<file path="src/rtl/taillight_decoder.sv">
// taillight_decoder
// Receive-side checker for the tail-light lamp bus. Samples the 10-bit lamp
// vector every cycle, classifies each frame change as a left, right or
// hazard animation step (or an illegal pattern), locks onto a mode after
// enough consistent steps, recognises steady IDLE / BRAKE frames after a
// quiet period, and shows the result as a mode code and a HEX0 character.
//
// Optional build macro: TLD_STICKY_ERR_EN
//   defined   : err latches on any fault and clears on reset or KEY[1] low;
//               the HEX0 decimal point is lit while err is set.
//   undefined : err simply mirrors the FAULT state; KEY[1] is ignored and
//               the decimal point stays dark.

module taillight_decoder #(
  parameter int LOCK_STEPS     = 4,
  parameter int TIMEOUT_CYCLES = 20
) (
  input  logic       ADC_CLK_10,
  input  logic [1:0] KEY,
  input  logic [9:0] LEDR_IN,
  output logic [2:0] mode,
  output logic       brake,
  output logic       locked,
  output logic       err,
  output logic [7:0] HEX0
);

  localparam int IDLE_W = $clog2(TIMEOUT_CYCLES + 1);
  localparam int CNT_W  = $clog2(LOCK_STEPS + 1);

  localparam logic [IDLE_W-1:0] IDLE_MAX  = IDLE_W'(TIMEOUT_CYCLES);
  localparam logic [IDLE_W-1:0] IDLE_FIRE = IDLE_W'(TIMEOUT_CYCLES - 1);
  localparam logic [CNT_W-1:0]  CNT_LOCK  = CNT_W'(LOCK_STEPS);
  localparam logic [CNT_W-1:0]  CNT_ONE   = CNT_W'(1);

  localparam logic [2:0] MODE_NONE   = 3'd0;
  localparam logic [2:0] MODE_IDLE   = 3'd1;
  localparam logic [2:0] MODE_LEFT   = 3'd2;
  localparam logic [2:0] MODE_RIGHT  = 3'd3;
  localparam logic [2:0] MODE_HAZARD = 3'd4;
  localparam logic [2:0] MODE_BRAKE  = 3'd5;
  localparam logic [2:0] MODE_FAULT  = 3'd7;

  // Full-brake frame: all six lamps lit, unused middle bits clear.
  localparam logic [9:0] FRAME_BRAKE = 10'h387;

  typedef enum logic [1:0] {
    ST_ACQUIRE,
    ST_LOCKED,
    ST_FAULT
  } state_t;

  typedef enum logic [2:0] {
    STEP_NONE,
    STEP_LEFT,
    STEP_RIGHT,
    STEP_HAZ,
    STEP_ILLEGAL
  } step_t;

  // Side patterns are handled in a common "inner lamp = bit 0" encoding:
  // S0 = 000, S1 = 001, S2 = 011, S3 = 111. The right side is bit-reversed
  // into this form so both sides share one advance rule.
  function automatic logic side_adv(input logic [2:0] p, input logic [2:0] n);
    case (p)
      3'b000:  return n == 3'b001;
      3'b001:  return n == 3'b011;
      3'b011:  return n == 3'b111;
      3'b111:  return n == 3'b000;
      default: return 1'b0;
    endcase
  endfunction

  // A side that is not animating must be fully dark or fully lit.
  function automatic logic side_static(input logic [2:0] s);
    return (s == 3'b000) || (s == 3'b111);
  endfunction

  logic              w_rst_n;
  logic [2:0]        w_lp, w_ln, w_rp, w_rn;
  logic              w_mid_ok;
  logic              w_change;
  logic              w_timeout;
  step_t             w_step;
  logic [IDLE_W-1:0] w_idle_next;
  state_t            w_state_next;
  step_t             w_cand_next;
  logic [CNT_W-1:0]  w_cnt_next;
  logic [2:0]        w_mode_next;
  logic              w_brake_next;
  logic              w_err_set;
  logic              w_err_next;
  logic              w_dp_next;
  logic [6:0]        w_seg_next;
  logic [7:0]        w_hex_next;

  logic [9:0]        r_frame;
  logic [IDLE_W-1:0] r_idle_cnt;
  state_t            r_state;
  step_t             r_cand;
  logic [CNT_W-1:0]  r_step_cnt;
  logic [2:0]        r_mode;
  logic              r_brake;
  logic              r_locked;
  logic              r_err;
  logic [7:0]        r_hex;

  assign w_rst_n = KEY[0];

  assign w_lp     = r_frame[9:7];
  assign w_ln     = LEDR_IN[9:7];
  assign w_rp     = {r_frame[0], r_frame[1], r_frame[2]};
  assign w_rn     = {LEDR_IN[0], LEDR_IN[1], LEDR_IN[2]};
  assign w_mid_ok = (r_frame[6:3] == 4'd0) && (LEDR_IN[6:3] == 4'd0);
  assign w_change = (LEDR_IN != r_frame);

  // Timeout fires only on the edge where the quiet counter reaches the limit;
  // a change on that same edge takes precedence.
  assign w_timeout = !w_change && (r_idle_cnt == IDLE_FIRE);

  // Classify the transition from the latched frame to the incoming one.
  // NOTE: every variable written in an always_comb gets a default first so
  // no path through the block leaves it unassigned and infers a latch.
  always_comb begin
    w_step = STEP_ILLEGAL;
    if (w_mid_ok) begin
      if (side_adv(w_lp, w_ln) && (w_rp == w_rn) && side_static(w_rn)) begin
        w_step = STEP_LEFT;
      end else if (side_adv(w_rp, w_rn) && (w_lp == w_ln) && side_static(w_ln)) begin
        w_step = STEP_RIGHT;
      end else if (((w_lp == 3'b000) && (w_rp == 3'b000) && (w_ln == 3'b111) && (w_rn == 3'b111)) ||
                   ((w_lp == 3'b111) && (w_rp == 3'b111) && (w_ln == 3'b000) && (w_rn == 3'b000))) begin
        w_step = STEP_HAZ;
      end
    end
  end

  // Quiet-period counter: clears on a change, otherwise counts up and holds.
  always_comb begin
    w_idle_next = r_idle_cnt;
    if (w_change) begin
      w_idle_next = '0;
    end else if (r_idle_cnt != IDLE_MAX) begin
      w_idle_next = r_idle_cnt + IDLE_W'(1);
    end
  end

  // Next-state, candidate tracking and registered-output values.
  always_comb begin
    w_state_next = r_state;
    w_cand_next  = r_cand;
    w_cnt_next   = r_step_cnt;
    w_mode_next  = r_mode;
    w_brake_next = r_brake;
    w_err_set    = 1'b0;
    if (w_change) begin
      if (w_step == STEP_ILLEGAL) begin
        w_state_next = ST_FAULT;
        w_cand_next  = STEP_NONE;
        w_cnt_next   = '0;
        w_mode_next  = MODE_FAULT;
        w_brake_next = 1'b0;
        w_err_set    = 1'b1;
      end else begin
        // Same type as the one being tracked extends the run; anything else
        // (or any step out of FAULT) starts a fresh run of one.
        if ((r_state != ST_FAULT) && (w_step == r_cand)) begin
          if (r_step_cnt < CNT_LOCK) w_cnt_next = r_step_cnt + CNT_ONE;
        end else begin
          w_cand_next = w_step;
          w_cnt_next  = CNT_ONE;
        end
        if (w_cnt_next >= CNT_LOCK) begin
          w_state_next = ST_LOCKED;
          case (w_step)
            STEP_LEFT: begin
              w_mode_next  = MODE_LEFT;
              w_brake_next = (w_rn == 3'b111);
            end
            STEP_RIGHT: begin
              w_mode_next  = MODE_RIGHT;
              w_brake_next = (w_ln == 3'b111);
            end
            default: begin
              w_mode_next  = MODE_HAZARD;
              w_brake_next = 1'b0;
            end
          endcase
        end else begin
          w_state_next = ST_ACQUIRE;
          w_mode_next  = MODE_NONE;
          w_brake_next = 1'b0;
        end
      end
    end else if (w_timeout) begin
      // A steady frame is not an animation step, so no run is tracked.
      w_cand_next = STEP_NONE;
      w_cnt_next  = '0;
      if (r_frame == 10'd0) begin
        w_state_next = ST_LOCKED;
        w_mode_next  = MODE_IDLE;
        w_brake_next = 1'b0;
      end else if (r_frame == FRAME_BRAKE) begin
        w_state_next = ST_LOCKED;
        w_mode_next  = MODE_BRAKE;
        w_brake_next = 1'b1;
      end else begin
        w_state_next = ST_FAULT;
        w_mode_next  = MODE_FAULT;
        w_brake_next = 1'b0;
        w_err_set    = 1'b1;
      end
    end
  end

`ifdef TLD_STICKY_ERR_EN
  // Sticky error: a new fault on the same edge as a clear keeps err set.
  always_comb begin
    w_err_next = r_err;
    if (w_err_set) begin
      w_err_next = 1'b1;
    end else if (!KEY[1]) begin
      w_err_next = 1'b0;
    end
    w_dp_next = ~w_err_next;
  end
`else
  logic w_unused_clr_n;
  assign w_unused_clr_n = KEY[1];

  // Plain error flag: simply tracks the FAULT state; dp stays dark.
  always_comb begin
    w_err_next = (w_state_next == ST_FAULT);
    w_dp_next  = 1'b1;
  end
`endif

  // Seven-segment character for the upcoming mode (active-low {g..a}).
  always_comb begin
    w_seg_next = 7'h7F;
    case (w_mode_next)
      MODE_IDLE:   w_seg_next = 7'h3F;
      MODE_LEFT:   w_seg_next = 7'h47;
      MODE_RIGHT:  w_seg_next = 7'h2F;
      MODE_HAZARD: w_seg_next = 7'h09;
      MODE_BRAKE:  w_seg_next = 7'h03;
      MODE_FAULT:  w_seg_next = 7'h06;
      default:     w_seg_next = 7'h7F;
    endcase
    w_hex_next = {w_dp_next, w_seg_next};
  end

  // State, frame history, counters and all outputs, cleared asynchronously.
  // NOTE: sequential state uses non-blocking assignments so every register
  // samples pre-edge values and simulation matches the synthesized flops.
  always_ff @(posedge ADC_CLK_10 or negedge w_rst_n) begin
    if (!w_rst_n) begin
      r_frame    <= '0;
      r_idle_cnt <= '0;
      r_state    <= ST_ACQUIRE;
      r_cand     <= STEP_NONE;
      r_step_cnt <= '0;
      r_mode     <= MODE_NONE;
      r_brake    <= 1'b0;
      r_locked   <= 1'b0;
      r_err      <= 1'b0;
      r_hex      <= 8'hFF;
    end else begin
      r_frame    <= LEDR_IN;
      r_idle_cnt <= w_idle_next;
      r_state    <= w_state_next;
      r_cand     <= w_cand_next;
      r_step_cnt <= w_cnt_next;
      r_mode     <= w_mode_next;
      r_brake    <= w_brake_next;
      r_locked   <= (w_state_next == ST_LOCKED);
      r_err      <= w_err_next;
      r_hex      <= w_hex_next;
    end
  end

  assign mode   = r_mode;
  assign brake  = r_brake;
  assign locked = r_locked;
  assign err    = r_err;
  assign HEX0   = r_hex;

endmodule

</file>
<file path="config.mk">
export PLATFORM = sky130hd
export DESIGN_NAME = taillight_decoder
export DESIGN_NICKNAME = d
export VERILOG_FILES = /design/src/rtl/taillight_decoder.sv
export SDC_FILE = /design/constraint.sdc
export NUM_CORES = 1
export LEC_CHECK = 0
export ABC_AREA = 1
export ABC_CLOCK_PERIOD_IN_PS = 2950
export CAP_MARGIN = 5
export CORE_MARGIN = 10
export CORE_UTILIZATION = 55
export DETAILED_ROUTE_END_ITERATION = 10
export GPL_TIMING_DRIVEN = 1
export PLACE_DENSITY = 0.88
export SETUP_SLACK_MARGIN = 0.3
export SYNTH_ARGS = -nofsm -noshare
export SYNTH_HDL_FRONTEND = slang
export SYNTH_SLANG_ARGS = --single-unit
</file>
<file path="constraint.sdc">
create_clock -name ADC_CLK_10 -period 2.95 [get_ports ADC_CLK_10]
set_clock_uncertainty 0.2 [all_clocks]
set_input_delay 0.7375 -clock ADC_CLK_10 [delete_from_list [all_inputs] [get_ports ADC_CLK_10]]
set_output_delay 0.7375 -clock ADC_CLK_10 [all_outputs]
set_load 0.02 [all_outputs]
</file>
# Word-level counts from Yosys, hierarchy flattened
# Cells that the tools add are included.
# classes
addsub	2
multipliers	0
div_mod_pow	0
magnitude_cmp	2
eq_ne	32
n_shift	0
n_mux	42
bitwise_logic	0
reduce_logical	27
# ops
cell	n
$mux 3	19
$pmux 7 s6	1
$eq 3x3->1 const B	8
$eq 3x2->1 const B	7
$eq 3x1->1 const B	6
$logic_and 1x1->1	13
$logic_not 3->1	4
$mux 2	6
$eq 10x10->1 const B	1
$logic_not 10->1	1
$mux 1	10
$mux 5	2
$ne 10x10->1	1
$eq 3x3->1	3
$logic_not 4->1	2
$pmux 1 s4	2
$pmux 3 s2	1
$add 5x1->5 const B	1
$eq 5x5->1 const B	1
$ne 5x5->1 const B	1
$reduce_bool 2->1	2
$add 3x1->3 const B	1
$ge 3x3->1 const B	1
$logic_or 1x1->1	3
8 further kinds	8
# word_totals
ff_bits	36
latchBits	0
ram_bits	0
mem_bits_ro	0
input_bits	13
output_inout_bits	14
mem_count	0

# Longest topological paths before layout
# logic_depth
depth_word	23
mapped_depth	20
ltp_nobuf	20

# Least setup slack after synthesis
# OpenSTA, ideal clock, no wires.
# synth_timing
kind	input -> register
startpoint	in LEDR_IN[6]
endpoint	reg r_hex[5], in the netlist HEX0[5]
setup_ps	61
arrival_time_ps	2209
t_required_ps	2689
slack_ps	480
stages	10
n_path_buf	0
cell_sequence	or2_4 -> nor3_4 -> inv_1 -> o31ai_1 -> nand4_2 -> a21oi_4 -> inv_2 -> nand2_2 -> nand2_2 -> nand2_1
# synth_via
elab_chain_cells	14
elab_cells_between_ends	27
cone_classes	order compare: 1; eq/ne: 11; mux: 10; reduce/logical: 5
# synth_rtl
element	line_no	text
start: declaration	20	input logic [9:0] LEDR_IN,
$logic_not 4->1	114	assign w_mid_ok = (r_frame[6:3] == 4'd0) && (LEDR_IN[6:3] == 4'd0);
$logic_and 1x1->1	114	
$mux 3	126	if (w_mid_ok) begin
$eq 3x3->1	167	if ((r_state != ST_FAULT) && (w_step == r_cand)) begin
$logic_and 1x1->1	167	
$mux 3	167	
$mux 3	157	if (w_step == STEP_ILLEGAL) begin
$mux 3	156	if (w_change) begin
$ge 3x3->1	173	if (w_cnt_next >= CNT_LOCK) begin
$mux 3	173	
$mux 3	157	
$mux 3 (*)	156	
via w_mode_next[1]	89	logic [2:0] w_mode_next;
$eq 3x3->1, or another cell as far along	241	case (w_mode_next)
$pmux 7 s6 (*)	241	
via w_seg_next[5]	94	logic [6:0] w_seg_next;
end signal: assignment	278	r_hex <= w_hex_next;
end: declaration	106	logic [7:0] r_hex;
# Mark *: on every way through the listed nets, which the timed path passes. The rest lies on a longest branch. The select of a mux whose other input is x is not followed.
# A chain may end at the register's enable or synchronous reset.

# Worst setup path in the final report
# layout_timing
startpoint	in LEDR_IN[1]
endpoint	reg r_hex[3], in the netlist HEX0[3]
# layout_via
elab_chain_cells	20
elab_cells_between_ends	44
cone_classes	order compare: 1; eq/ne: 15; mux: 16; reduce/logical: 12
# layout_rtl
element	line_no	text
$eq 3x3->1, or another cell as far along	68, 76, 131	
$pmux 1 s4	65	case (p)
$mux 1	127	if (side_adv(w_lp, w_ln) && (w_rp == w_rn) && side_static(w_rn)) begin
$mux 1	126	
$logic_and 1x1->1 (2 in a row)	129	end else if (side_adv(w_rp, w_rn) && (w_lp == w_ln) && side_static(w_ln)) begin
$mux 3	129	
$mux 3	127	
$mux 3	126	
(+5 left out)	--	
$ge 3x3->1	173	
$mux 3	173	
$mux 3	157	
$mux 3 (*)	156	
via w_mode_next[0]	89	
$eq 3x3->1, or another cell as far along	241	
$pmux 7 s6 (*)	241	
via w_seg_next[3]	94	
# Marks and branches as above.

==> results.py <==
metrics = {
    "outcome": {
        "status": "finished, final reports clean",
    },
    "route": {
        "vias": 2053,
        "drt_iter0_drc": 197,
        "drc": 0,
        "dr.pass1.iters": 4,
        "drt_wl_total_um": 5506,
        "avgViaCountPerCell": 5.278,
        "route.antenna.remaining_nets": 0,
        "post_drt_wl_per_cell_um": 14.15,
    },
    "power_and_ir_drop": {
        "total_power_w": 0.0009467,
        "powerDensity_mw_per_mm2": 329.6,
        "power_leakage_nw": 1.420,
        "power_frac_clock": 0.359,
        "internal_power_w": 0.0007051,
        "switching_share": 0.2552,
        "peakVddDrop_v": 0.0002307,
        "p_seq_frac": 0.539,
        "combPwrFrac": 0.102,
        "power_switching_w": 0.0002416,
    },
    "cells_and_area": {
        "syn_to_final_growth_pct": 33.41,
        "fill_cells": 230,
        "drive_above_1_share": 0.3519,
        "regArea_um2": 909.6,
        "multi_input_area_mm2": 0.001157,
        "nNetsFinal": 356,
        "diodes": 0,
        "finalNonFillerCells": 389,
        "stdcell_area_mm2": 0.002873,
        "layout_common_cells": "54 x nand2_1, 38 x inv_1, 34 x buf_4",
        "mostFrequentLayoutCell": "nand2_1",
    },
    "global_route": {
        "grt_first_pass_wirelength_um": 9025,
        "grt_usage": 0.1676,
        "gr-total-overflow": 0,
        "grt_max_degree": 37,
        "grt_pass1_vias": 2084,
        "antenna_found_initial": 0,
    },
    "sta": {
        "finalSetupViolCount": 0,
        "hold_violations": 0,
        "setup_ws_ns": 0.3729,
        "slew_violations": 0,
        "fin_crit_sh": 0.8736,
        "max_freq_mhz": 388.0,
        "fin_tns_setup_ns": 0,
        "period_needed_ns": 2.577,
        "rsz0062_at_grt": "no",
    },
    "floorplan": {
        "die_area_mm2": 0.006818,
        "dieHeight_um": 82.57,
        "io_pins": 27,
        "core_region_area_mm2": 0.003716,
        "dieWidth_um": 82.57,
        "start_util": 0.5795,
        "rows": 22,
    },
    "setup_path": {
        "r2r_end": "brake$_DFFE_PN0P_",
        "critPathLaunch": "LEDR_IN[1]",
        "crit_fanout": 5,
        "start_kind": "input pin",
        "critical_path_class": "in -> reg",
        "r2r_cells": 15,
        "end_kind": "flop",
        "r2r_slack_ns": 0.50,
        "r2r-start": "r_frame[2]$_DFF_PN0_",
        "cp.required_ns": 2.96,
        "crit_path_end": "HEX0[3]$_DFF_PN1_",
        "arrival_ns": 2.59,
    },
    "clock_network": {
        "numCtsBuffers": 5,
        "cts_tree": "built",
        "clk_latency_ns": 0.29,
        "clkSlewWorstSetupHoldPaths_ns": 0.07,
        "cts_hold_buf": 0,
        "clock_path_buffers": 2,
        "htreeDepth": 2,
        "cts_root_buffer": "clkbuf_8",
        "numClockSinks": 36,
    },
    "synthesis": {
        "seq_area_frac_synth": 0.4224,
        "synthCells": 275,
        "ys_seq_elements": 36,
        "yosys_warnings": 0,
        "synth_ff_type": "dfrtp_1",
        "synth_edf_count": 0,
        "ys_types": 39,
        "netlist_area_mm2": 0.002153,
        "synthesis.nets": 291,
        "syn-mean-instance-area_um2": 7.830,
        "async_flop_share": 1.000,
    },
    "placed_design": {
        "place_ws_ns": -0.2949,
        "hpwlAfterDp_um": 3665,
        "gp_congestion": 0.8626,
        "placed_area_mm2": 0.002664,
        "place_inst": 375,
        "port_buffers": 24,
    },
    "min_path": {
        "worstHoldPathType": "reg -> reg",
    },
    "run": {
        "cap_violations": 0,
    },
}
==> metal layers <==
metal	GRT usage	wire length, um
met5	0	0
met4	0.08361	101
met3	0.04104	343
met2	0.3017	2858
met1	0.1782	2203
==> Yosys cell counts (all sizes together) (4+ instances only) <==
cell,instances,share of area
a21oi,8,0.026
dfrtp,29,0.34
dfstp,7,0.085
inv,48,0.085
nand2,69,0.13
nand3,26,0.080
nand4,6,0.020
nor2,39,0.087
nor3,4,0.015
o21ai,11,0.026
xnor2,4,0.016
xor2,6,0.024
==> critical path: stages <==
cell      delay [ns]
buf_2           0.15
nand3_2         0.14
buf_4           0.16
nor2_1          0.09
nand4_1         0.09
nand2_1         0.13
inv_1           0.08
a21oi_1         0.22
inv_1           0.09
nor2_1          0.13
nand4_1         0.16
a21oi_2         0.19
nand3_1         0.11
o211ai_1        0.10
==> metrics by stage <==
step | hold slack, ns | util
final | 0.3405 | 0.7731
after global routing | 0.3826 | 0.7731
after CTS | 0.3207 | 0.7646
after detailed placement | 0.3030 | 0.7168
after global placement | 0.2927 | 0.7168
after floorplan | 0.2419 | -
==> timing repair <==
| item | in CTS | in global routing |
|---|---|---|
| endpoints found under the setup margin | 20 | 18 |
| setup buffers | 3 | 3 |
| pin swaps | 10 | 15 |
| hold endpoints to repair | 0 | 0 |
| resized for setup | 31 | 31 |
==> state kept, by name, summed over array words and instances, names as in the netlist <==
register / flops
r_frame: 10
HEX0: 7
r_idle_cnt: 5
mode: 3
r_cand: 3
r_step_cnt: 3
r_state: 2
brake: 1
err: 1
locked: 1
==> final cells by class <==
cell class                 instances  area share
tap                               48     0.02091
clock buffer                       7     0.02657
inverter                          50     0.06707
sequential                        36      0.3166
multi-input combinational        188      0.4029
clock inverter                     1    0.001742
timing repair buffer              59      0.1642
==> cells by family (layout without fill, tap and decap cells) <==
logic type | count (synthesis) | in the layout | synth area share
AOI/OAI and AO/OA | 25 | 25 | 0.07090
xor gates and xnor gates | 10 | 10 | 0.04067
adders and majority gates | 3 | 3 | 0.01743
buffers and inverters | 51 | 117 | 0.09181
DFF | 36 | 36 | 0.4224
other | 1 | 1 | 0.001742
and+or+nand+nor | 149 | 149 | 0.3550
==> power groups by stage <==
stage | logic (W) | clock network, W | registers [W]
after floorplan | 0.0000396 | 0 | 0.000517
after global placement | 0.0000860 | 0 | 0.000518
after detailed placement | 0.0000892 | 0 | 0.000519
after CTS | 0.0000925 | 0.000341 | 0.000510
after global routing | 0.000107 | 0.000364 | 0.000511
final | 0.0000967 | 0.000340 | 0.000510
==> worst min-delay path by stage <==
stage	from	end	slack, ns	cells past startpoint
after floorplan	KEY[0]	brake$_DFFE_PN0P_	0.24	0
after global placement	r_cand[1]$_DFFE_PN0P_	r_cand[1]$_DFFE_PN0P_	0.29	2
after detailed placement	r_cand[1]$_DFFE_PN0P_	r_cand[1]$_DFFE_PN0P_	0.30	2
after CTS	r_cand[1]$_DFFE_PN0P_	r_cand[1]$_DFFE_PN0P_	0.32	2
after global routing	r_cand[2]$_DFFE_PN0P_	r_cand[2]$_DFFE_PN0P_	0.38	2
final	r_cand[1]$_DFFE_PN0P_	r_cand[1]$_DFFE_PN0P_	0.34	2
No activity file was read; power rests on OpenSTA's default activity.
==> patch 1: new RTL, same flow settings <==
Make the reset (`w_rst_n`) synchronous in one clocked block. Comments in the files are not updated.
--- a/src/rtl/taillight_decoder.sv
+++ b/src/rtl/taillight_decoder.sv
@@ -253,7 +253,7 @@
   // State, frame history, counters and all outputs, cleared asynchronously.
   // NOTE: sequential state uses non-blocking assignments so every register
   // samples pre-edge values and simulation matches the synthesized flops.
-  always_ff @(posedge ADC_CLK_10 or negedge w_rst_n) begin
+  always_ff @(posedge ADC_CLK_10) begin
     if (!w_rst_n) begin
       r_frame    <= '0;
       r_idle_cnt <= '0;
Formal check against the unedited RTL: not equivalent (Yosys sat finds a counterexample within 4 cycles, from zero or initial values; the reset may be asserted at any time).
==> patch 1 against the unedited design <==
- via count grew 12%
- setup slack lost 0.14 ns
- worst hold slack lost 0.032 ns
- first-iteration DRC count grew 6.1%
- total power grew 9.7%
- critical endpoint is now HEX0[3]
- cell area shrank 0.35%
- largest cell class unchanged
- combinational power grew 56%
- synthesized area shrank 5.9%
- routed wire length grew 21%
- cell count grew 8.5%
- sequential cell count is the same
- highest routed layer unchanged
==> patch 1: results (changes against the unedited design) <==
| Metric | Value |
|---|---|
| Sequential Area | `721 sq um (was 910 sq um)` |
| CTS Sinks | `36 (unchanged)` |
| Run status | `completed (unchanged)` |
| FILL cells | `211 (was 230)` |
| Worst-Margin Slew | `0.490 ns` |
| Post-synthesis compound-gate area fraction | `0.0741 (was 0.0709)` |
| Non-clock buffer share | `0.191 (was 0.164)` |
| Met3 wire length | `475 microns (was 343 microns)` |
| Mux share of post-synthesis cell area | `0.00494 (was 0)` |
| Aggregate global-route resource usage | `0.168 (about the same)` |
| Met2 Usage GRT | `0.311 (was 0.302)` |
| Post-synth top flop | `dfxtp_1 (was dfrtp_1)` |
| Mapped Nets | `320 (was 291)` |
| Nets@finish | `391 (was 356)` |
| Drt initial violations | `209 (was 197)` |
| Xor/xnor share of the synthesized area | `0.0303 (was 0.0407)` |
| Pleak | `1.47 nW (was 1.42 nW)` |
| Routed WL | `6640 microns (was 5510 microns)` |
| Final Cell Area | `0.00286 sq mm (was 0.00287 sq mm)` |
| Crit path arrival time | `2.71 ns (was 2.59 ns)` |
| Setup Buffers After CTS | `7 (was 3)` |
| DPL Wire Length | `3750 microns (was 3660 microns)` |
| First-pass GRT wire length | `8840 microns (was 9030 microns)` |
| M1 WL | `2430 microns (was 2200 microns)` |
| Top cells by area, synth | `dfxtp_1 36%, nand2_1 17%, inv_1 8.5% (was dfrtp_1 34%, nand2_1 9.9%, dfstp_2 8.5%)` |
| #MultiIn Comb | `210 (was 188)` |
| Clock-cell share | `0.0328 (was 0.0283)` |
| M3 GR Usage | `0.0479 (was 0.0410)` |
| First-pass iteration count of the detailed router | `5 (was 4)` |
| Met2 wire len | `3420 microns (was 2860 microns)` |
| Non-Clock Buffer Count | `67 (was 59)` |
| Largest net degree at the start of global routing | `18 (was 37)` |
| VDD IR max | `283 uV (was 231 uV)` |
| Synth Area in Adders | `0.0185 (was 0.0174)` |
| Syn-to-layout area delta | `41.3% (was 33.4%)` |
| Dpl ws | `-0.349 ns (was -0.295 ns)` |
| Inverters | `55 (was 50)` |
| FFs w/ async S/R, synth | `0 (was 1.00)` |
| Post_cts resized | `35 (was 31)` |
| Htree depth | `2 (unchanged)` |
| Total CTS buffers | `5 (unchanged)` |
| Multi-input gate area | `0.00123 sq mm (was 0.00116 sq mm)` |
| Count of input and output buffers | `24 (unchanged)` |
| Met1 Use GR | `0.177 (was 0.178)` |
| Vias per std cell | `5.47 (was 5.28)` |
| GPL Wtd Cong | `0.873 (was 0.863)` |
| Top post-synthesis cells by count | `92 x nand2_1, 46 x inv_1, 36 x dfxtp_1 (was 57 x nand2_1, 41 x inv_1, 32 x nor2_1)` |
| Cells after DPL | `404 (was 375)` |
| Cells after synthesis | `304 (was 275)` |
| Vias in the first global route | `2071 (was 2084)` |
| Sequential share of the synthesized area | `0.356 (was 0.422)` |
| Post-Layout Cell Count | `422 (was 389)` |
## patch 1: cell types whose count changed in the layout (fill, tap and decap cells not counted), moves of 4 or more
| cell | before | now |
|---|---|---|
| dfxtp_1 | 0 | 36 |
| nor2_1 | 27 | 18 |
| buf_6 | 1 | 7 |
| inv_1 | 38 | 43 |
| dfstp_2 | 7 | 0 |
| nand2_1 | 54 | 84 |
| dfrtp_1 | 29 | 0 |
| nand3_2 | 11 | 7 |
| nor2_4 | 2 | 7 |
| buf_4 | 34 | 39 |
## patch 1: logic make-up after synthesis
logic type                 count (synthesis)
other                                      1
DFF                                       36
and+or+nand+nor                          175
AOI/OAI and AO/OA                         23
adders and majority gates                  3
xor gates and xnor gates                   7
buffers and inverters                     58
muxes                                      1
## patch 1: path summary, 6_finish.rpt
path         slack [ns]     startpoint       endpoint  depth (start not counted)
min reg2reg        0.31  r_step_cnt[0]  r_step_cnt[0]                          2
max reg2reg        0.37     r_frame[8]        HEX0[3]                         16
min                0.31  r_step_cnt[0]  r_step_cnt[0]                          2
max                0.23     LEDR_IN[7]        HEX0[3]                         17
## patch 1: worst max-delay path, stage by stage
cell      delay, ns
clkbuf_2       0.14
inv_2          0.08
nand2_1        0.05
nand2_1        0.08
nand3_2        0.13
nor2_4         0.17
nand2_1        0.10
nand2_1        0.08
nand2_1        0.07
nand2_1        0.06
nand2_1        0.09
nor2_4         0.17
nand4_2        0.15
a21oi_4        0.30
nand3_4        0.13
nand2_2        0.11
nand3_2        0.06
## patch 1: power breakdown
group	total (mW)	switching, mW	internal [mW]
Combinational	0.151	0.0873	0.0636
Sequential	0.512	0.0118	0.501
Clock	0.375	0.185	0.190
Total	1.04	0.284	0.754
==> patch 2: new RTL, same settings <==
Without the edit above. The parameter `TIMEOUT_CYCLES` goes from 20 to 40.
--- a/src/rtl/taillight_decoder.sv
+++ b/src/rtl/taillight_decoder.sv
@@ -13,7 +13,7 @@
 
 module taillight_decoder #(
   parameter int LOCK_STEPS     = 4,
-  parameter int TIMEOUT_CYCLES = 20
+  parameter int TIMEOUT_CYCLES = 40
 ) (
   input  logic       ADC_CLK_10,
   input  logic [1:0] KEY,
Behaviour: no difference found for any inputs over 10 cycles, from zero or initial values; that may be too few to reach the edited logic, so the function may still have changed.
==> patch 2 against the unedited design <==
- setup slack worse by 0.11 ns
- cell area is 4.1% higher
- total power rose by 23%
- die area fell by 1.3%
- sequential cell count rose by 1
- synthesized area decreased by 1.7%
- synthesized cell count decreased by 0.73%
- routed wire length is 24% higher
- combinational power increased by 17%
- via count increased by 8.7%
==> patch 2: results (changes against the unedited design) <==
| Metric | Value |
|---|---|
| M1 WL | `2550 microns (was 2200 microns)` |
| YS warnings | `0 (unchanged)` |
| CTS Buffer Depth | `2 (unchanged)` |
| Sequential share of the synthesized area | `0.442 (was 0.422)` |
| Xor/xnor share of the synthesized area | `0.0373 (was 0.0407)` |
| Met2 Usage GRT | `0.303 (was 0.302)` |
| Clk pin slew, worst setup/hold paths | `0.08 ns` |
| Pleak | `1.51 nW (was 1.42 nW)` |
| Critical Path Max Stage Delay | `0.27 ns (was 0.22 ns)` |
| Met2 wire len | `3320 microns (was 2860 microns)` |
| Synth cell types | `35 (was 39)` |
| Synth Area in Adders | `0.0177 (was 0.0174)` |
| DPL Wire Length | `3660 microns (about the same)` |
| Total CTS buffers | `5 (unchanged)` |
| Vias in the first global route | `2032 (was 2084)` |
| Diode count | `0 (unchanged)` |
| Top Layer Used | `met4 (unchanged)` |
| Mapped Nets | `289 (was 291)` |
| Largest Register | `r_frame (unchanged)` |
| M3 GR Usage | `0.0393 (was 0.0410)` |
| Hold Path Class | `reg -> reg (unchanged)` |
| Met1 Use GR | `0.184 (was 0.178)` |
| CP delay by family, top | `simple AND/OR/NAND/NOR gates (unchanged)` |
| Htree depth | `2 (unchanged)` |
| VDD IR max | `396 uV (was 231 uV)` |
| Aggregate global-route resource usage | `0.169 (was 0.168)` |
| Layout cells sized above 1 | `0.387 (was 0.352)` |
| Later-pin clock latency in the skew report | `0.30 ns` |
| Largest net degree at the start of global routing | `38 (was 37)` |
| Crit path arrival time | `2.71 ns (was 2.59 ns)` |
| Wirelength per Cell | `17.2 microns (was 14.2 microns)` |
| First-pass iteration count of the detailed router | `5 (was 4)` |
| Drt initial violations | `302 (was 197)` |
| Met3 wire length | `552 microns (was 343 microns)` |
| Vias per std cell | `5.62 (was 5.28)` |
| First-pass GRT wire length | `8850 microns (was 9030 microns)` |
| Max FFs per register | `10 (unchanged)` |
| Initial antenna violation count | `0 (unchanged)` |
| Count of input and output buffers | `24 (unchanged)` |
| Top post-synthesis cells by count | `70 x nand2_1, 39 x inv_1, 33 x nor2_1 (was 57 x nand2_1, 41 x inv_1, 32 x nor2_1)` |
| Critical-path maximum fanout | `6 (was 5)` |
| Nets@finish | `364 (was 356)` |
| GPL Wtd Cong | `0.845 (was 0.863)` |
| CTS root buffer | `clkbuf_8 (unchanged)` |
| Top cells by area, synth | `dfrtp_1 35%, nand2_1 12%, dfstp_2 8.7% (was dfrtp_1 34%, nand2_1 9.9%, dfstp_2 8.5%)` |
| CP max-delay cell | `a21oi_2 (was a21oi_1)` |
| FFs w/ async S/R, synth | `1.00 (unchanged)` |
| Post-synth top flop | `dfrtp_1 (unchanged)` |
| Mux share of post-synthesis cell area | `0.00473 (was 0)` |
| Run status | `completed (unchanged)` |
| Post-synthesis compound-gate area fraction | `0.0550 (was 0.0709)` |
-- patch 2: cell types whose count changed after synthesis, sizes merged, moves of 2 or more --
cell and change:
xnor2 +2, xor2 -3, nand2 +11, nand3 -6, inv -3, o21ai -2, nand4 +2, clkinv -2
a21oi -3
-- patch 2: cell type report --
cell class                 instances  area, sq um
timing repair buffer              69          546
sequential                        37          936
tap                               48         60.1
inverter                          45          171
clock buffer                       5         68.8
multi-input combinational        190         1140
clock inverter                     3         65.1
fill                             216          699
-- patch 2: power breakdown --
group | internal (mW) | leakage (nW) | switching (mW)
clock network | 0.336 | 0.0681 | 0.191
logic | 0.0432 | 1.00 | 0.0700
registers | 0.515 | 0.442 | 0.00948
-- patch 2: path summary, 6_finish.rpt --
kind | startpoint | to | slack [ns] | cells past startpoint
setup / recovery | LEDR_IN[8] | HEX0[3] | 0.27 | 17
hold / removal | r_step_cnt[0] | r_step_cnt[0] | 0.35 | 2
setup reg to reg | r_frame[7] | HEX0[3] | 0.34 | 15
hold reg to reg | r_step_cnt[0] | r_step_cnt[0] | 0.35 | 2
max in group asynchronous | KEY[0] | HEX0[5] | 1.54 | 2
min in group asynchronous | KEY[0] | r_frame[2] | 0.65 | 2
-- patch 2: stage by stage --
stage	util	TNS (ns)	area (sq um)	std cells	setup WS, ns
2_1_floorplan	-	0	2120	273	0.495
3_3_place_gp	0.718	-2.12	2650	376	-0.178
3_5_place_dp	0.718	-4.05	2650	376	-0.304
4_1_cts	0.776	0	2860	392	0.308
5_1_grt	0.810	0	2990	397	0.204
6_report	0.810	0	2990	397	0.267
-- patch 2: timing repair --
item                                    CTS  global route
hold endpoints to repair                  0             0
hold buffers                              0             0
setup buffers                             8             5
gates resized for setup                  33            54
cloned                                    0             0
pin swaps                                19            28
endpoints found under the setup margin   21            19
